===== src/rtl/mem_arbiter.sv =====
// mem_arbiter
// ---------------------------------------------------------------------------
// Byte-serial memory controller. The instruction cache (word fetches) and the
// load/store buffer (1/2/4-byte loads and stores) share one 8-bit RAM/IO port.
// Each access is split into per-byte address/data beats. Read bytes are
// reassembled little-endian. IO writes are held back while the IO sink is
// full. A rollback abandons speculative reads so the front end can refetch at
// once.
//
// Ports
//   clk, rst          clock; synchronous active-high reset
//   rdy               global enable, low freezes every register
//   rollback          misprediction flush
//   ic_req/ic_addr    icache fetch request (level) and word address
//   ic_done/ic_data   one-cycle acknowledge and fetched word
//   ls_req/ls_wr      LSB request (level); 1 = store, 0 = load
//   ls_len            00 = 1 byte, 01 = 2 bytes, 1x = 4 bytes
//   ls_addr/ls_wdata  access address and store data (low byte first)
//   ls_done/ls_rdata  one-cycle acknowledge and zero-extended load data
//   mem_din           byte returned for the address driven last cycle
//   mem_dout/mem_a    write byte and byte address
//   mem_wr            1 = write beat
//   io_buffer_full    IO sink cannot take a write this cycle
// ---------------------------------------------------------------------------
module mem_arbiter #(
  parameter logic [1:0] IO_ADDR_HI = 2'b11
) (
  input  logic        clk,
  input  logic        rst,
  input  logic        rdy,
  input  logic        rollback,
  input  logic        ic_req,
  input  logic [31:0] ic_addr,
  output logic        ic_done,
  output logic [31:0] ic_data,
  input  logic        ls_req,
  input  logic        ls_wr,
  input  logic [1:0]  ls_len,
  input  logic [31:0] ls_addr,
  input  logic [31:0] ls_wdata,
  output logic        ls_done,
  output logic [31:0] ls_rdata,
  input  logic [7:0]  mem_din,
  output logic [7:0]  mem_dout,
  output logic [31:0] mem_a,
  output logic        mem_wr,
  input  logic        io_buffer_full
);

  typedef enum logic [1:0] {
    IDLE = 2'd0,
    RD   = 2'd1,
    WR   = 2'd2,
    DONE = 2'd3
  } state_t;

  typedef enum logic {
    SRC_IC = 1'b0,
    SRC_LS = 1'b1
  } src_t;

  state_t      state_q, state_d;
  src_t        src_q, src_d;
  src_t        lastGrant_q, lastGrant_d;
  logic [2:0]  n_q, n_d;
  logic [2:0]  ai_q, ai_d;
  logic [2:0]  ci_q, ci_d;
  logic [31:0] base_q, base_d;
  logic [31:0] wdata_q, wdata_d;
  logic [31:0] buf_q, buf_d;
  logic [31:0] icData_q, icData_d;
  logic [31:0] lsRdata_q, lsRdata_d;
  logic        icDone_q, icDone_d;
  logic        lsDone_q, lsDone_d;
  logic [31:0] memA_q, memA_d;
  logic [7:0]  memDout_q, memDout_d;
  logic        memWr_q, memWr_d;

  logic        grantIc;
  logic        grantLs;
  logic [31:0] beatAddr;
  logic [31:0] assembled;

  function automatic logic isIo(input logic [1:0] hi);
    return hi == IO_ADDR_HI;
  endfunction

  // The reserved length code 10 is served as a full word.
  function automatic logic [2:0] lenToBytes(input logic [1:0] len);
    case (len)
      2'b00:   return 3'd1;
      2'b01:   return 3'd2;
      default: return 3'd4;
    endcase
  endfunction

  // State and output registers. Every output is a flop; when rdy is low the
  // whole block holds, which also stretches a pending done pulse.
  always_ff @(posedge clk) begin
    if (rst) begin
      state_q     <= IDLE;
      src_q       <= SRC_IC;
      lastGrant_q <= SRC_LS;
      n_q         <= 3'd0;
      ai_q        <= 3'd0;
      ci_q        <= 3'd0;
      base_q      <= 32'd0;
      wdata_q     <= 32'd0;
      buf_q       <= 32'd0;
      icData_q    <= 32'd0;
      lsRdata_q   <= 32'd0;
      icDone_q    <= 1'b0;
      lsDone_q    <= 1'b0;
      memA_q      <= 32'd0;
      memDout_q   <= 8'd0;
      memWr_q     <= 1'b0;
    end else if (rdy) begin
      state_q     <= state_d;
      src_q       <= src_d;
      lastGrant_q <= lastGrant_d;
      n_q         <= n_d;
      ai_q        <= ai_d;
      ci_q        <= ci_d;
      base_q      <= base_d;
      wdata_q     <= wdata_d;
      buf_q       <= buf_d;
      icData_q    <= icData_d;
      lsRdata_q   <= lsRdata_d;
      icDone_q    <= icDone_d;
      lsDone_q    <= lsDone_d;
      memA_q      <= memA_d;
      memDout_q   <= memDout_d;
      memWr_q     <= memWr_d;
    end
  end

  // Next-state logic. The bus registers describe the beat for the *next*
  // cycle, so ai counts beats already placed on the bus: a grant drives beat 0
  // straight away and leaves ai at 1. In RD the byte answering the beat now on
  // the bus is captured at every edge, so ci trails ai by exactly one.
  always_comb begin
    state_d     = state_q;
    src_d       = src_q;
    lastGrant_d = lastGrant_q;
    n_d         = n_q;
    ai_d        = ai_q;
    ci_d        = ci_q;
    base_d      = base_q;
    wdata_d     = wdata_q;
    buf_d       = buf_q;
    icData_d    = icData_q;
    lsRdata_d   = lsRdata_q;
    icDone_d    = 1'b0;
    lsDone_d    = 1'b0;
    memA_d      = 32'd0;
    memDout_d   = 8'd0;
    memWr_d     = 1'b0;
    grantIc     = 1'b0;
    grantLs     = 1'b0;
    beatAddr    = base_q + {29'd0, ai_q};
    assembled   = buf_q;
    assembled[{ci_q[1:0], 3'b000} +: 8] = mem_din;

    case (state_q)
      IDLE: begin
        // A rollback cycle grants nothing. On a conflict the requester that
        // was not served last wins.
        if (!rollback) begin
          if (ic_req && (!ls_req || lastGrant_q == SRC_LS)) begin
            grantIc = 1'b1;
          end else if (ls_req) begin
            grantLs = 1'b1;
          end
        end

        if (grantIc) begin
          src_d       = SRC_IC;
          lastGrant_d = SRC_IC;
          n_d         = 3'd4;
          base_d      = ic_addr;
          buf_d       = 32'd0;
          ci_d        = 3'd0;
          ai_d        = 3'd1;
          memA_d      = ic_addr;
          state_d     = RD;
        end else if (grantLs) begin
          src_d       = SRC_LS;
          lastGrant_d = SRC_LS;
          n_d         = lenToBytes(ls_len);
          base_d      = ls_addr;
          wdata_d     = ls_wdata;
          buf_d       = 32'd0;
          ci_d        = 3'd0;
          if (ls_wr) begin
            state_d = WR;
            // The first store beat is already subject to IO back-pressure.
            if (isIo(ls_addr[17:16]) && io_buffer_full) begin
              ai_d = 3'd0;
            end else begin
              ai_d      = 3'd1;
              memA_d    = ls_addr;
              memDout_d = ls_wdata[7:0];
              memWr_d   = 1'b1;
            end
          end else begin
            state_d = RD;
            ai_d    = 3'd1;
            memA_d  = ls_addr;
          end
        end
      end

      RD: begin
        // Fetches and ordinary loads are speculative and may be dropped; IO
        // loads have side effects and always run to completion.
        if (rollback && (src_q == SRC_IC || !isIo(base_q[17:16]))) begin
          state_d = IDLE;
        end else if (ai_q > ci_q) begin
          buf_d = assembled;
          ci_d  = ci_q + 3'd1;
          if (ci_q + 3'd1 == n_q) begin
            state_d = DONE;
            if (src_q == SRC_IC) begin
              icData_d = assembled;
              icDone_d = 1'b1;
            end else begin
              lsRdata_d = assembled;
              lsDone_d  = 1'b1;
            end
          end else if (ai_q < n_q) begin
            memA_d = beatAddr;
            ai_d   = ai_q + 3'd1;
          end
        end
      end

      WR: begin
        // Stores are never aborted. A beat towards a full IO sink is simply
        // not issued and ai waits for the next cycle.
        if (ai_q == n_q) begin
          state_d  = DONE;
          lsDone_d = 1'b1;
        end else if (!(isIo(beatAddr[17:16]) && io_buffer_full)) begin
          memA_d    = beatAddr;
          memDout_d = wdata_q[{ai_q[1:0], 3'b000} +: 8];
          memWr_d   = 1'b1;
          ai_d      = ai_q + 3'd1;
        end
      end

      DONE: begin
        // The acknowledge is already on the outputs; requests are ignored
        // here so the requester has one cycle to drop its level.
        state_d = IDLE;
      end

      default: begin
        state_d = IDLE;
      end
    endcase
  end

  assign ic_done  = icDone_q;
  assign ic_data  = icData_q;
  assign ls_done  = lsDone_q;
  assign ls_rdata = lsRdata_q;
  assign mem_a    = memA_q;
  assign mem_dout = memDout_q;
  // A frozen write beat stays on the bus but must not be committed twice, so
  // the strobe is masked for as long as the block is stalled.
  assign mem_wr   = memWr_q & rdy;

endmodule


===== config.mk =====
export PLATFORM = sky130hd
export DESIGN_NAME = mem_arbiter
export DESIGN_NICKNAME = d
export VERILOG_FILES = /design/src/rtl/mem_arbiter.sv
export SDC_FILE = /design/constraint.sdc
export NUM_CORES = 1
export LEC_CHECK = 0
export BUFFER_PORTS_ARGS = -buffer_cell sky130_fd_sc_hd__clkbuf_2
export CAP_MARGIN = 20
export CORE_MARGIN = 5
export CORE_UTILIZATION = 35
export DETAILED_ROUTE_END_ITERATION = 12
export PLACE_DENSITY = 0.68
export SETUP_SLACK_MARGIN = 0.05
export SLEW_MARGIN = 5
export SYNTH_ARGS = -nofsm -noshare
export SYNTH_HDL_FRONTEND = slang
export SYNTH_SLANG_ARGS = --single-unit

===== constraint.sdc =====
create_clock -name clk -period 2.9 [get_ports clk]
set_clock_uncertainty 0.05 [all_clocks]
set_input_delay 0 -clock clk [delete_from_list [all_inputs] [get_ports clk]]
set_output_delay 0 -clock clk [all_outputs]
set_load 0.02 [all_outputs]

==> metrics list, run 1 <==
* Outcome: finished clean
* Post-Place Worst Slack: approximately 200 ps
- The max-slew violation total from the final report is 0.
- In this run, distinct cell masters in the synthesized netlist total 67.
* Overflow after GRT: 0
* Share of the clock period used by the worst path after layout: 0.932
- The analysis attributes to net switching a power of approximately 1.9 mW.
- The clock reaches the later pin of the worst-skew pair after between 500 and 600 ps.
- In this run the cell area measured after placement is 0.0117 sq mm.
* Share of cells above drive strength 1: 0.207
- In this run the standard cell core region covers 0.0286 sq mm.
- IR analysis of the VDD net gives a maximum drop of 0.330 mV.
* Hpwl dp: ~21000 microns
- Layout fillers: 2638
- The final layout contains about 1.7k nets.
- The number of nets handed over by synthesis was between 1k and 1.5k.
- Final sum of negative setup slack: 0 ps
- Post-synth top flop: sky130_fd_sc_hd__dfxtp_1
* Leading cell types in the layout, fill and taps excluded: sky130_fd_sc_hd__clkbuf_2 (219), sky130_fd_sc_hd__dfxtp_1 (216), sky130_fd_sc_hd__nand2_1 (192)
* Port buffer count: 220
- The clock passes through at most 3 buffers.
* Row Count: just over 60
- Placed cell count: approximately 1.8k
* Sequential fraction of design power: 0.400
- Weighted congestion at the end of routability-driven global placement: around 0.84
- Final cell area excluding filler cells: around 0.014 sq mm
* Power consumption: about 8 mW
- Via count of the first global-routing pass: between 10k and 15k
- At the pin with the least slew margin, the transition time is 951 ps.
- Setup slack on the critical path of the routed design comes to approximately 200 ps.
- In the final layout, flip-flops and latches occupy roughly 0.0043 sq mm.
- After detailed routing, the total wire length is roughly 33000 microns.
- Die outline area: ~0.032 sq mm
* Number of DRC violations after detailed-routing iteration 0: roughly 830
- At the end of the flow the core is filled with cells to 0.495.
* DRC errors left: 0
- During synthesis, Yosys emitted a total of 0 warnings.
- In the final layout, the multi-input gates occupy around 0.0053 sq mm.
- Clock tree synthesis found a total of 216 sinks.
* Worst min path class: input port to flop
- Number of enable-type register cells in the synthesized netlist: 0
* GR Util All Layers: 0.192
* Post-Synthesis Mean Instance Area: 8.13 sq um
* WHS: around 34 ps
- Hold Violations, Final: 0
* Internal portion of total power: slightly below 6 mW
* Routed wire length per instance: between 15 and 20 microns
- Of all nets on the critical path, the largest fanout is 34.
- At the worst endpoint, the required time is ~3200 ps.
- Instance count of the mapped netlist: between 1k and 1.5k
- In this run the tightest slew margin relative to its limit is 0.361.
- Share of power burned in combinational logic: 0.121
- Detailed-route vias per instance: 5.23
- STA classifies the critical path startpoint as a flop.
* Mapped cell area: about 0.010 sq mm
- Leaving out fill and tap cells, the most frequent cell in the layout is sky130_fd_sc_hd__clkbuf_2.
- Of the total power, the share spent switching nets is 0.243.
- Setup repair after global routing could not meet its margin everywhere.
* Count of max-cap constraint violations: 0
- TritonCTS built the clock tree.
* Number of failing setup endpoints in the final timing report: 0
- First-pass GRT wire length: ~53000 microns
- Inserted Clock Buffers: 25
- Via count: slightly above 10k
- The critical path in this run is classified as flop to flop.
* Number of levels the H-tree was split into: 1
* Detailed-router iteration count before antenna repair: 6
* Pin count of the biggest net entering global routing: 155
* Synthesized flop and latch total: around 220
- In this run the vertical extent of the chip is around 180 microns.
- Min Tclk post-route: approximately 2700 ps
- The initial utilization of the core area, before any placement, comes to 0.354.
- Leaving out filler cells and counting taps, the final layout contains between 1.5k and 2k.
- Capturing element type of the critical path: flop
* Leakage power: approximately 5.8 nW
- DIE WIDTH: between 150 and 200 microns
- Buffer type at the clock tree root: sky130_fd_sc_hd__clkbuf_16
- Clock-pin slew reported for the worst setup and hold paths after clock tree synthesis: approximately 60 ps
- Io pins: about 220
* Final ANT Viol Nets: 0
- For this design the ratio of total power to cell area is 552 mW/mm^2.
- Seq/Total Area, Yosys: 0.427
* Proportion of synthesized flip-flops having asynchronous set or reset: 0
* Max Fclk: 0.370 GHz
- Clock share of power: 0.479
* Area growth syn-to-layout: 39.7%
- Data arrival time at the worst-slack endpoint: between 3000 and 4000 ps
* Number of antenna violations at the first check in global routing: 1
-- state kept, by name, indices dropped and copies added, names as in the netlist, 2 cells and up --
| signal | flops |
|---|---|
| wdata_q | 32 |
| base_q | 32 |
| mem_dout | 8 |
| mem_a | 32 |
| state_q | 2 |
| ci_q | 3 |
| n_q | 3 |
| ai_q | 3 |
| buf_q | 32 |
| ic_data | 32 |
| ls_rdata | 32 |
-- per-layer routing --
layer,share of wire,track usage,routed length (microns),up-vias
li1,-,-,-,5084
met1,0.43,0.247,14300,4822
met4,0.031,0.0714,1030,0
met2,0.47,0.318,15500,403
met3,0.067,0.0412,2220,75
met5,0,0,0,-
-- cell usage after synthesis, types with 7 or more instances --
cell / number / area share
sky130_fd_sc_hd__a211oi_1: 79 / 0.059
sky130_fd_sc_hd__a21oi_1: 150 / 0.074
sky130_fd_sc_hd__a222oi_1: 8 / 0.0079
sky130_fd_sc_hd__a22oi_1: 34 / 0.025
sky130_fd_sc_hd__a311oi_1: 25 / 0.022
sky130_fd_sc_hd__a31oi_1: 7 / 0.0043
sky130_fd_sc_hd__and3_1: 9 / 0.0056
sky130_fd_sc_hd__buf_2: 16 / 0.0079
sky130_fd_sc_hd__clkbuf_1: 66 / 0.024
sky130_fd_sc_hd__dfxtp_1: 216 / 0.43
sky130_fd_sc_hd__ha_1: 21 / 0.026
sky130_fd_sc_hd__inv_1: 50 / 0.019
sky130_fd_sc_hd__mux4_2: 8 / 0.018
sky130_fd_sc_hd__nand2_1: 192 / 0.071
sky130_fd_sc_hd__nand3_1: 20 / 0.0099
sky130_fd_sc_hd__nor2_1: 147 / 0.054
sky130_fd_sc_hd__nor2b_1: 38 / 0.023
sky130_fd_sc_hd__nor3_1: 7 / 0.0035
sky130_fd_sc_hd__o211ai_1: 7 / 0.0052
sky130_fd_sc_hd__o21ai_0: 18 / 0.0089
sky130_fd_sc_hd__o22ai_1: 18 / 0.011
sky130_fd_sc_hd__xnor2_1: 12 / 0.010
sky130_fd_sc_hd__xor2_1: 18 / 0.016
-- worst max-delay path: stages, from the launching register on --
cell and delay, ps:
sky130_fd_sc_hd__dfxtp_1 460, sky130_fd_sc_hd__inv_1 100, sky130_fd_sc_hd__ha_1 310, sky130_fd_sc_hd__buf_4 210, sky130_fd_sc_hd__and4b_1 220, sky130_fd_sc_hd__nand3_1 100, sky130_fd_sc_hd__buf_6 260, sky130_fd_sc_hd__nor2_1 90
sky130_fd_sc_hd__a22oi_1 140, sky130_fd_sc_hd__dlygate4sd3_1 570, sky130_fd_sc_hd__nor2_1 40
-- repair_timing --
action,4_1_cts,5_1_grt
setup endpoints to repair,0,41
buffers inserted,0,1
gates resized for setup,0,8
hold buffers,143,0
hold endpoints to repair,188,0
-- power by group through the flow --
stage / Clock (mW) / Combinational, mW / Sequential [mW]
global route: 3.93 / 1.03 / 3.13
CTS: 3.80 / 0.922 / 3.12
finish: 3.74 / 0.942 / 3.12
global placement: 0 / 0.742 / 3.18
floorplan: 0 / 0.448 / 3.19
detailed placement: 0 / 0.750 / 3.19
-- path summary, 6_finish.rpt --
path	from	to	slack, ps	depth (start not counted)
setup reg to reg	state_q[0]	n_q[1]	200	10
hold / removal	io_buffer_full	mem_a[17]	30	4
setup / recovery	state_q[0]	n_q[1]	200	10
hold reg to reg	wdata_q[14]	wdata_q[14]	400	2
-- cell type report --
type | instances | share of cell area
Timing Repair Buffer | 400 | 0.205
Multi-Input combinational cell | 889 | 0.372
Antenna cell | 1 | 0.000177
Sequential cell | 216 | 0.305
Clock buffer | 32 | 0.0503
Clock inverter | 14 | 0.0201
Tap cell | 384 | 0.0339
Inverter | 51 | 0.0135
-- logic make-up (layout without fill, tap and decap cells) --
kind of cell | count (synthesis) | after routing | share of synthesized area
AO/OA/AOI/OAI | 371 | 371 | 0.238
buffers and inverters | 141 | 497 | 0.0566
multiplexers | 9 | 9 | 0.0188
adder cells (fa/ha/maj) | 22 | 22 | 0.0279
AND/OR/NAND/NOR | 456 | 456 | 0.204
flip-flops | 216 | 216 | 0.427
other | 0 | 1 | 0
XOR/XNOR | 31 | 31 | 0.0282
(Power assumes the default switching activity.)
==> inputs of run 2 (changes only) <==
ABC_AREA = 1   (was default)
GPL_ROUTABILITY_DRIVEN = 1   (was default)
PLACE_DENSITY = 0.67   (was 0.68)
==> run 2 against run 1 <==
Compared with the run above:
- flip-flop and latch count unchanged
- via count increased by 10%
- highest routed layer unchanged
- global-route usage is 0.44 points higher
- sequential power rose by 2%
- critical path type unchanged
- largest cell class unchanged
==> metrics list, run 2 <==
- The layout cell share with drive strength beyond 1 is 0.179 (-0.0279).
- The residual DRC count was 0 (unchanged).
- The compound-gate portion of the synthesized area came to 0.234 (-0.00440).
- Worst-case vdd ir drop: 0.400 mV (+21%)
- Fraction of the mapped netlist area in simple logic gates: 0.224 (+0.0198)
* Internal portion of total power: 5.35 mW (-9.6%)
- Clock tree from TritonCTS: yes
- The number of detailed-route iterations in the first pass came to 4 (-2).
* Post-synthesis cell type count: 42 (-37%)
- The library cell used most frequently in the layout, excluding fill and tap cells, is sky130_fd_sc_hd__nand2_1.
- Power density cells: 524 mW/mm^2 (-5.1%)
- By startpoint and endpoint, the worst setup path is classified as flop to flop.
- The net switching power came to 2.18 mW (+15%).
* Share of the clock period used by the worst path after layout: 0.915 (-0.0166)
- The proportion of netlist area held by the largest area contributor came to 0.402 (-0.0246).
- Via count: 11.4k (+10%)
* Seq/Total Area, Yosys: 0.402 (-0.0246)
- Adder and majority gate portion of the synthesized area: 0.0263 (-0.00161)
* Port buffer count: 220 (unchanged)
- Outcome: finished clean
- Topmost layer with routed signal wires: met4
- The proportion of total power due to net switching is 0.289 (+0.0464).
- The total met3 wirelength after detailed routing came to 2750 microns (+24%).
- Detailed-route vias per instance: 5.00 (-4.2%)
* Clock-pin slew reported for the worst setup and hold paths after clock tree synthesis: 60 ps (about the same)
- The buffer depth of the longest clock path came to 3 (unchanged).
- Compared with the post-synthesis result, the final layout area differs by 33.7%.
- Leading cell types in the layout, fill and taps excluded: sky130_fd_sc_hd__nand2_1 (326), sky130_fd_sc_hd__clkbuf_2 (219), sky130_fd_sc_hd__dfxtp_1 (216)
- Post-synth top flop: sky130_fd_sc_hd__dfxtp_1
* Cell with the most instances after synthesis: sky130_fd_sc_hd__nand2_1
- Top cells by instance count after synthesis: sky130_fd_sc_hd__nand2_1 (328), sky130_fd_sc_hd__dfxtp_1 (216), sky130_fd_sc_hd__inv_1 (177)
- Mapped cell area: 0.0108 sq mm (+6.1%)
- The number of DRC markers in iteration 0 was 642 (-22%).
* Met1 wire length: 15400 microns (+7.7%)
* Synthesized net count: 1681 (+22%)
* Crit-path max FO: 15 (-56%)
* Library cell with the largest summed area after synthesis: sky130_fd_sc_hd__dfxtp_1
- Kind of launch point of the worst setup path: flop
- The x dimension of the die came to 185 microns (+2.8%).
- GR Util All Layers: 0.196 (+0.00444)
- Setup repair after global routing could not meet its margin everywhere.
* Die outline area: 0.0343 sq mm (+5.8%)
- The met2 layer wire length in the routed design was 16500 microns (+6.3%).
- The final critical path time including I/O delays and setup is 2650 ps (-48.1 ps).
* Number of failing setup endpoints in the final timing report: 0 (unchanged)
* Count of nets after finishing: 2006 (+17%)
- CTS Sinks: 216 (unchanged)
- Weighted congestion at the end of routability-driven global placement: 0.931 (+10%)
- Post-synthesis mux area share: 0 (-0.0188)
- Routed wire length per instance: 15.5 microns (-6.5%)
- STA classifies the critical path endpoint as a flop.
- Count of max-cap constraint violations: 0 (unchanged)
- Final sum of negative setup slack: 0 ps (unchanged)
* Clock share of power: 0.398 (-0.081)
- Leakage power: 6.48 nW (+11%)
* Worst Tran Pin Value: 1010 ps (+59.4 ps)
* Main combinational cell family by area after synthesis: compound AO/OA/AOI/OAI gates
* Power consumption: 7.52 mW (-3.7%)
- The proportion of power drawn by flip-flops and latches is 0.424 (+0.024).
- Buffer type at the clock tree root: sky130_fd_sc_hd__clkbuf_16
- The highest attainable clock frequency was 0.377 GHz (+1.8%).
- Top cells by area, synth: sky130_fd_sc_hd__dfxtp_1 (40%), sky130_fd_sc_hd__nand2_1 (11%), sky130_fd_sc_hd__o21ai_0 (7.7%), sky130_fd_sc_hd__a21oi_1 (6.7%), sky130_fd_sc_hd__inv_1 (6.2%)
- Synthesized flop and latch total: 216 (unchanged)
- Starting utilization of the core area: 0.353 (-0.000634)
* Synth warn: 0 (unchanged)
- Number of enable-type register cells in the synthesized netlist: 0 (unchanged)
- The total congestion overflow after global routing is 0 (unchanged).
- Via count of the first global-routing pass: 11.2k (+7.9%)
- The combinational share of power came to 0.178 (+0.057).
- Required time of the worst setup path: 3210 ps (-20 ps)
* Post-Synthesis Mean Instance Area: 6.96 sq um (-14%)
- The detailed-route wire length came to 35500 microns (+7.4%).
- The H-tree depth was 1 (unchanged).
- The synthesized-area fraction occupied by xor and xnor cells came to 0.0106 (-0.0176).
- The instance count of the mapped netlist came to 1545 (+24%).
- The HPWL reported at the end of detailed placement came to 23800 microns (+11%).
- Inserted Clock Buffers: 25 (unchanged)
* Data arrival time at the worst-slack endpoint: 2970 ps (-60 ps)
* Proportion of synthesized flip-flops having asynchronous set or reset: 0 (unchanged)
* First-pass GRT wire length: 55900 microns (+5.1%)
* Io pins: 221 (unchanged)
- Pin count of the biggest net entering global routing: 99 (-36%)
- The number of hold violations in the final report was 0 (unchanged).
- The clock insertion delay at the later pin of the skew report came to 530 ps (about the same).
- Number of antenna violations at the first check in global routing: 1 (unchanged)
- The count of nets left with antenna violations after detail routing is 0 (unchanged).
- The placement row count is 64 (+3.2%).
- Worst slew margin: 0.327 (-0.0347)
- The max-slew violation total from the final report is 0 (unchanged).
- Die outline height: 185 microns (+2.8%)
- Area of the core region: 0.0304 sq mm (+6.3%)
- The min-delay analysis places its worst path in the category input port to flop.
## run 2: cell types whose count changed after synthesis, sizes merged, moves of 19 or more
cell	before	now
inv	50	183
nand3	20	39
nand2	192	336
a211oi	80	6
o21ai	21	189
nor2b	38	0
a31oi	7	26
a311oi	25	0
## run 2: final timing paths
kind / from / to / slack (ps) / cells past startpoint
setup / recovery: ai_q[0] / mem_a[19] / 250 / 18
hold / removal: io_buffer_full / ai_q[2] / 40 / 7
setup reg to reg: ai_q[0] / mem_a[19] / 250 / 18
hold reg to reg: ic_data[15] / ic_data[15] / 400 / 2
## run 2: timing repair
action / in CTS / in global routing
hold buffers: 140 / 0
hold endpoints to repair: 142 / 0
buffers inserted: 0 / 2
setup endpoints to repair: 0 / 30
resized for setup: 0 / 7
## run 2: cell families (layout without fill, tap and decap cells)
| logic type | count (synthesis) | count (layout) |
|---|---|---|
| AND/OR/NAND/NOR | 576 | 576 |
| AO/OA/AOI/OAI | 443 | 443 |
| buffers and inverters | 275 | 616 |
| flip-flops | 216 | 216 |
| adder cells (fa/ha/maj) | 22 | 22 |
| XOR/XNOR | 13 | 13 |
| other | 0 | 1 |
## run 2: stage by stage
step / area, sq um / utilization / hold slack [ps] / instances / setup slack [ps]
6_report: 14400 / 0.472 / 43.5 / 2283 / 246
3_3_place_gp: 12200 / 0.399 / 179 / 2097 / 222
4_1_cts: 14300 / 0.471 / 11.2 / 2280 / 119
3_5_place_dp: 12200 / 0.399 / 179 / 2097 / 137
2_1_floorplan: 10800 / - / 84.9 / 1545 / 135
5_1_grt: 14400 / 0.472 / 78.3 / 2283 / 13.8
## run 2: final cells by class
cell class	instances	area, sq um
Tap cell	396	495
Clock buffer	34	679
Fill cell	2993	16100
Timing Repair Buffer	387	2730
Inverter	186	703
Multi-Input combinational cell	1054	5350
Antenna cell	1	2.50
Sequential cell	216	4320
Clock inverter	9	88.8
## run 2: metal layers
metal | global-route usage | vias to the layer above
met3 | 0.0367 | 65
met2 | 0.336 | 424
met4 | 0.0555 | 0
met5 | 0 | -
met1 | 0.253 | 5227
li1 | - | 5708
## run 2: critical path: stages (launching register included)
cell and delay [ps]:
sky130_fd_sc_hd__dfxtp_1 330, sky130_fd_sc_hd__ha_1 170, sky130_fd_sc_hd__inv_1 50, sky130_fd_sc_hd__fa_1 350
sky130_fd_sc_hd__inv_1 70, sky130_fd_sc_hd__nand2_1 90, sky130_fd_sc_hd__nand2_2 100, sky130_fd_sc_hd__nand2_1 100
sky130_fd_sc_hd__o21bai_1 210, sky130_fd_sc_hd__nand2_1 90, sky130_fd_sc_hd__nor2_2 120, sky130_fd_sc_hd__nand2_2 100
sky130_fd_sc_hd__nand2_8 100, sky130_fd_sc_hd__nand2_8 100, sky130_fd_sc_hd__buf_12 180, sky130_fd_sc_hd__nand3_1 90
sky130_fd_sc_hd__nand2_1 60, sky130_fd_sc_hd__nand2_1 60, sky130_fd_sc_hd__a21oi_1 60
## run 2: power by group through the flow
stage	clock (mW)	sequential [mW]	combinational, mW
2_1_floorplan	0	3.26	0.743
3_3_place_gp	0	3.25	1.13
3_5_place_dp	0	3.25	1.14
4_1_cts	3.07	3.19	1.32
5_1_grt	3.18	3.20	1.48
6_report	2.99	3.19	1.34
==> inputs of run 3 (changes only) <==
PLACE_DENSITY = 0.65   (was 0.67)
clock period = 3.23 ns   (was 2.9 ns; I/O delays follow)
==> run 3 against run 2 <==
Compared with the run above:
- hold slack gained 14 ps
- register-to-register slack gained 99 ps
- via count shrank 0.89%
- critical path type unchanged
- critical endpoint is now base_q[15]
==> metrics list, run 3 (synthesis gave the netlist of run 2 again) <==
- End-of-flow core utilization: 0.471 (-0.00127)
- The die outline area came to 0.0343 sq mm (unchanged).
- The count of buffers added by post-CTS timing repair for setup is 0 (unchanged).
* Worst slew margin: 0.315 (-0.0114)
* Power density cells: 480 mW/mm^2 (-8.3%)
* Kind of launch point of the worst setup path: flop
* Crit-path max FO: 23 (+8)
- FF-to-FF Start: state_q[0]
* Power consumption: 6.88 mW (-8.6%)
* Number of levels the H-tree was split into: 1 (unchanged)
- Weighted congestion at the end of routability-driven global placement: 0.940 (+0.87%)
- The maximum VDD drop was 0.361 mV (-9.5%).
* Share of the clock period used by the worst path after layout: 0.893 (-0.0219)
- The worst reg-to-reg setup slack is 350 ps (+100 ps).
- The final critical path time including I/O delays and setup is 2880 ps (+231 ps).
- Buffer type at the clock tree root: sky130_fd_sc_hd__clkbuf_16
- Max Fclk: 0.347 GHz (-8.0%)
- Outcome: finished clean
* First-pass GRT wire length: 56400 microns (+0.88%)
- DIE WIDTH: 185 microns (unchanged)
* DRC errors left: 0 (unchanged)
- Final sum of negative setup slack: 0 ps (unchanged)
- The required time at the endpoint of the critical path was 3570 ps (+360 ps).
* Starting utilization of the core area: 0.353 (unchanged)
- Detailed Route WL: 35300 microns (-0.59%)
* Worst skew pair latency: 520 ps (about the same)
- Clock tree from TritonCTS: yes
- The final antenna diode count came to 0 (-1).
* Share of cells above drive strength 1: 0.176 (-0.00297)
- The placement row count was 64 (unchanged).
- The placeable core region came to 0.0304 sq mm (unchanged).
- Number of antenna violations at the first check in global routing: 0 (-1)
- The die height came to 185 microns (unchanged).
- Hold Violations, Final: 0 (unchanged)
- The worst endpoint data arrival time is 3230 ps (+260 ps).
* Via count: 11.3k (-0.89%)
- The number of buffers created by CTS came to 24 (-4.0%).
- The total I/O pin count is 221 (unchanged).
- In the layout the commonest cells are sky130_fd_sc_hd__nand2_1 (328), sky130_fd_sc_hd__clkbuf_2 (219), sky130_fd_sc_hd__dfxtp_1 (216).
- The clock sink total came to 216 (unchanged).
- Pin count of the biggest net entering global routing: 85 (-14%)
* Slew Viols, Final: 0 (unchanged)
* Worst min path class: input port to flop
- The average routed wire per standard cell is 15.5 microns (-0.19%).
- The number of DRC markers in iteration 0 came to 750 (+17%).
- The number of I/O port buffers is 220 (unchanged).
- Beginning of the worst hold path: io_buffer_full
- The final setup violation count was 0 (unchanged).
- The HPWL reported at the end of detailed placement was 23800 microns (about the same).
- Leakage power: 6.46 nW (-0.35%)
* Worst Tran Pin Value: 1030 ps (+17.1 ps)
- The final worst hold slack came to 57.4 ps (+13.9 ps).
- The number of global-route vias before repair is 11.2k (+0.51%).
* Area growth syn-to-layout: 33.3%
* Timing startpoint of the critical path: state_q[0]
- Detailed-route vias per instance: 4.98 (-0.50%)
- Classification of the worst setup path: flop to flop
- The buffer depth of the longest clock path is 3 (unchanged).
- Overflow after GRT: 0 (unchanged)
* Count of nets after finishing: 1997 (-0.45%)
- Detailed-router iteration count before antenna repair: 5 (+1)
* Capturing element type of the critical path: flop
- GR Util All Layers: 0.198 (+0.00204)
- The clock-pin slew on the worst setup and hold paths is 60 ps (about the same).
* RSZ-0062 raised after global routing: false
- Leaving out fill and tap cells, the most frequent cell in the layout is sky130_fd_sc_hd__nand2_1.
* Count of max-cap constraint violations: 0 (unchanged)
- Final ANT Viol Nets: 0 (unchanged)
## run 3: metrics by stage
step | area [sq um] | setup WS, ps | std cells
after floorplan | 10800 | 371 | 1545
after global placement | 12100 | 466 | 2091
after detailed placement | 12100 | 417 | 2091
after CTS | 14300 | 310 | 2274
after global routing | 14300 | 76.7 | 2274
final | 14300 | 345 | 2274
## run 3: layout make-up
| type | count | area, sq um |
|---|---|---|
| clock buffers | 35 | 723 |
| clock inverters | 8 | 96.3 |
| fillers | 2999 | 16100 |
| inverters | 186 | 703 |
| multi-input cells | 1054 | 5320 |
| flip-flops and latches | 216 | 4320 |
| well taps | 396 | 495 |
| repair buffers | 379 | 2670 |
## run 3: worst paths after layout
| kind | endpoint | depth (start not counted) |
|---|---|---|
| worst min register to register | ic_data[22] | 2 |
| worst max register to register | base_q[15] | 8 |
| worst max-delay path | base_q[15] | 8 |
| worst min-delay path | ai_q[2] | 7 |
## run 3: layer usage
layer / routed length (microns) / track usage / share of wire
met5: 0 / 0 / 0
met4: 1040 / 0.0631 / 0.030
met3: 2490 / 0.0361 / 0.071
met2: 16200 / 0.339 / 0.46
met1: 15500 / 0.254 / 0.44
## run 3: repair_timing
| item | in CTS | in global routing |
|---|---|---|
| endpoints found under the setup margin | 0 | 4 |
| endpoints found under the hold margin | 134 | 0 |
| resized for setup | 0 | 1 |
| hold buffers | 140 | 0 |
## run 3: power breakdown
part,switching [mW],total (mW),internal (mW)
logic,0.725,1.18,0.453
clock network,1.13,2.84,1.71
registers,0.0884,2.87,2.78
## run 3: worst max-delay path: stages, from the launching register on
cell and delay [ps]:
sky130_fd_sc_hd__dfxtp_1 420, sky130_fd_sc_hd__inv_1 120, sky130_fd_sc_hd__ha_1 390, sky130_fd_sc_hd__nand2_1 190
sky130_fd_sc_hd__buf_4 220, sky130_fd_sc_hd__clkinvlp_4 390, sky130_fd_sc_hd__o21ai_0 300, sky130_fd_sc_hd__a31oi_1 70
sky130_fd_sc_hd__dlygate4sd3_1 600
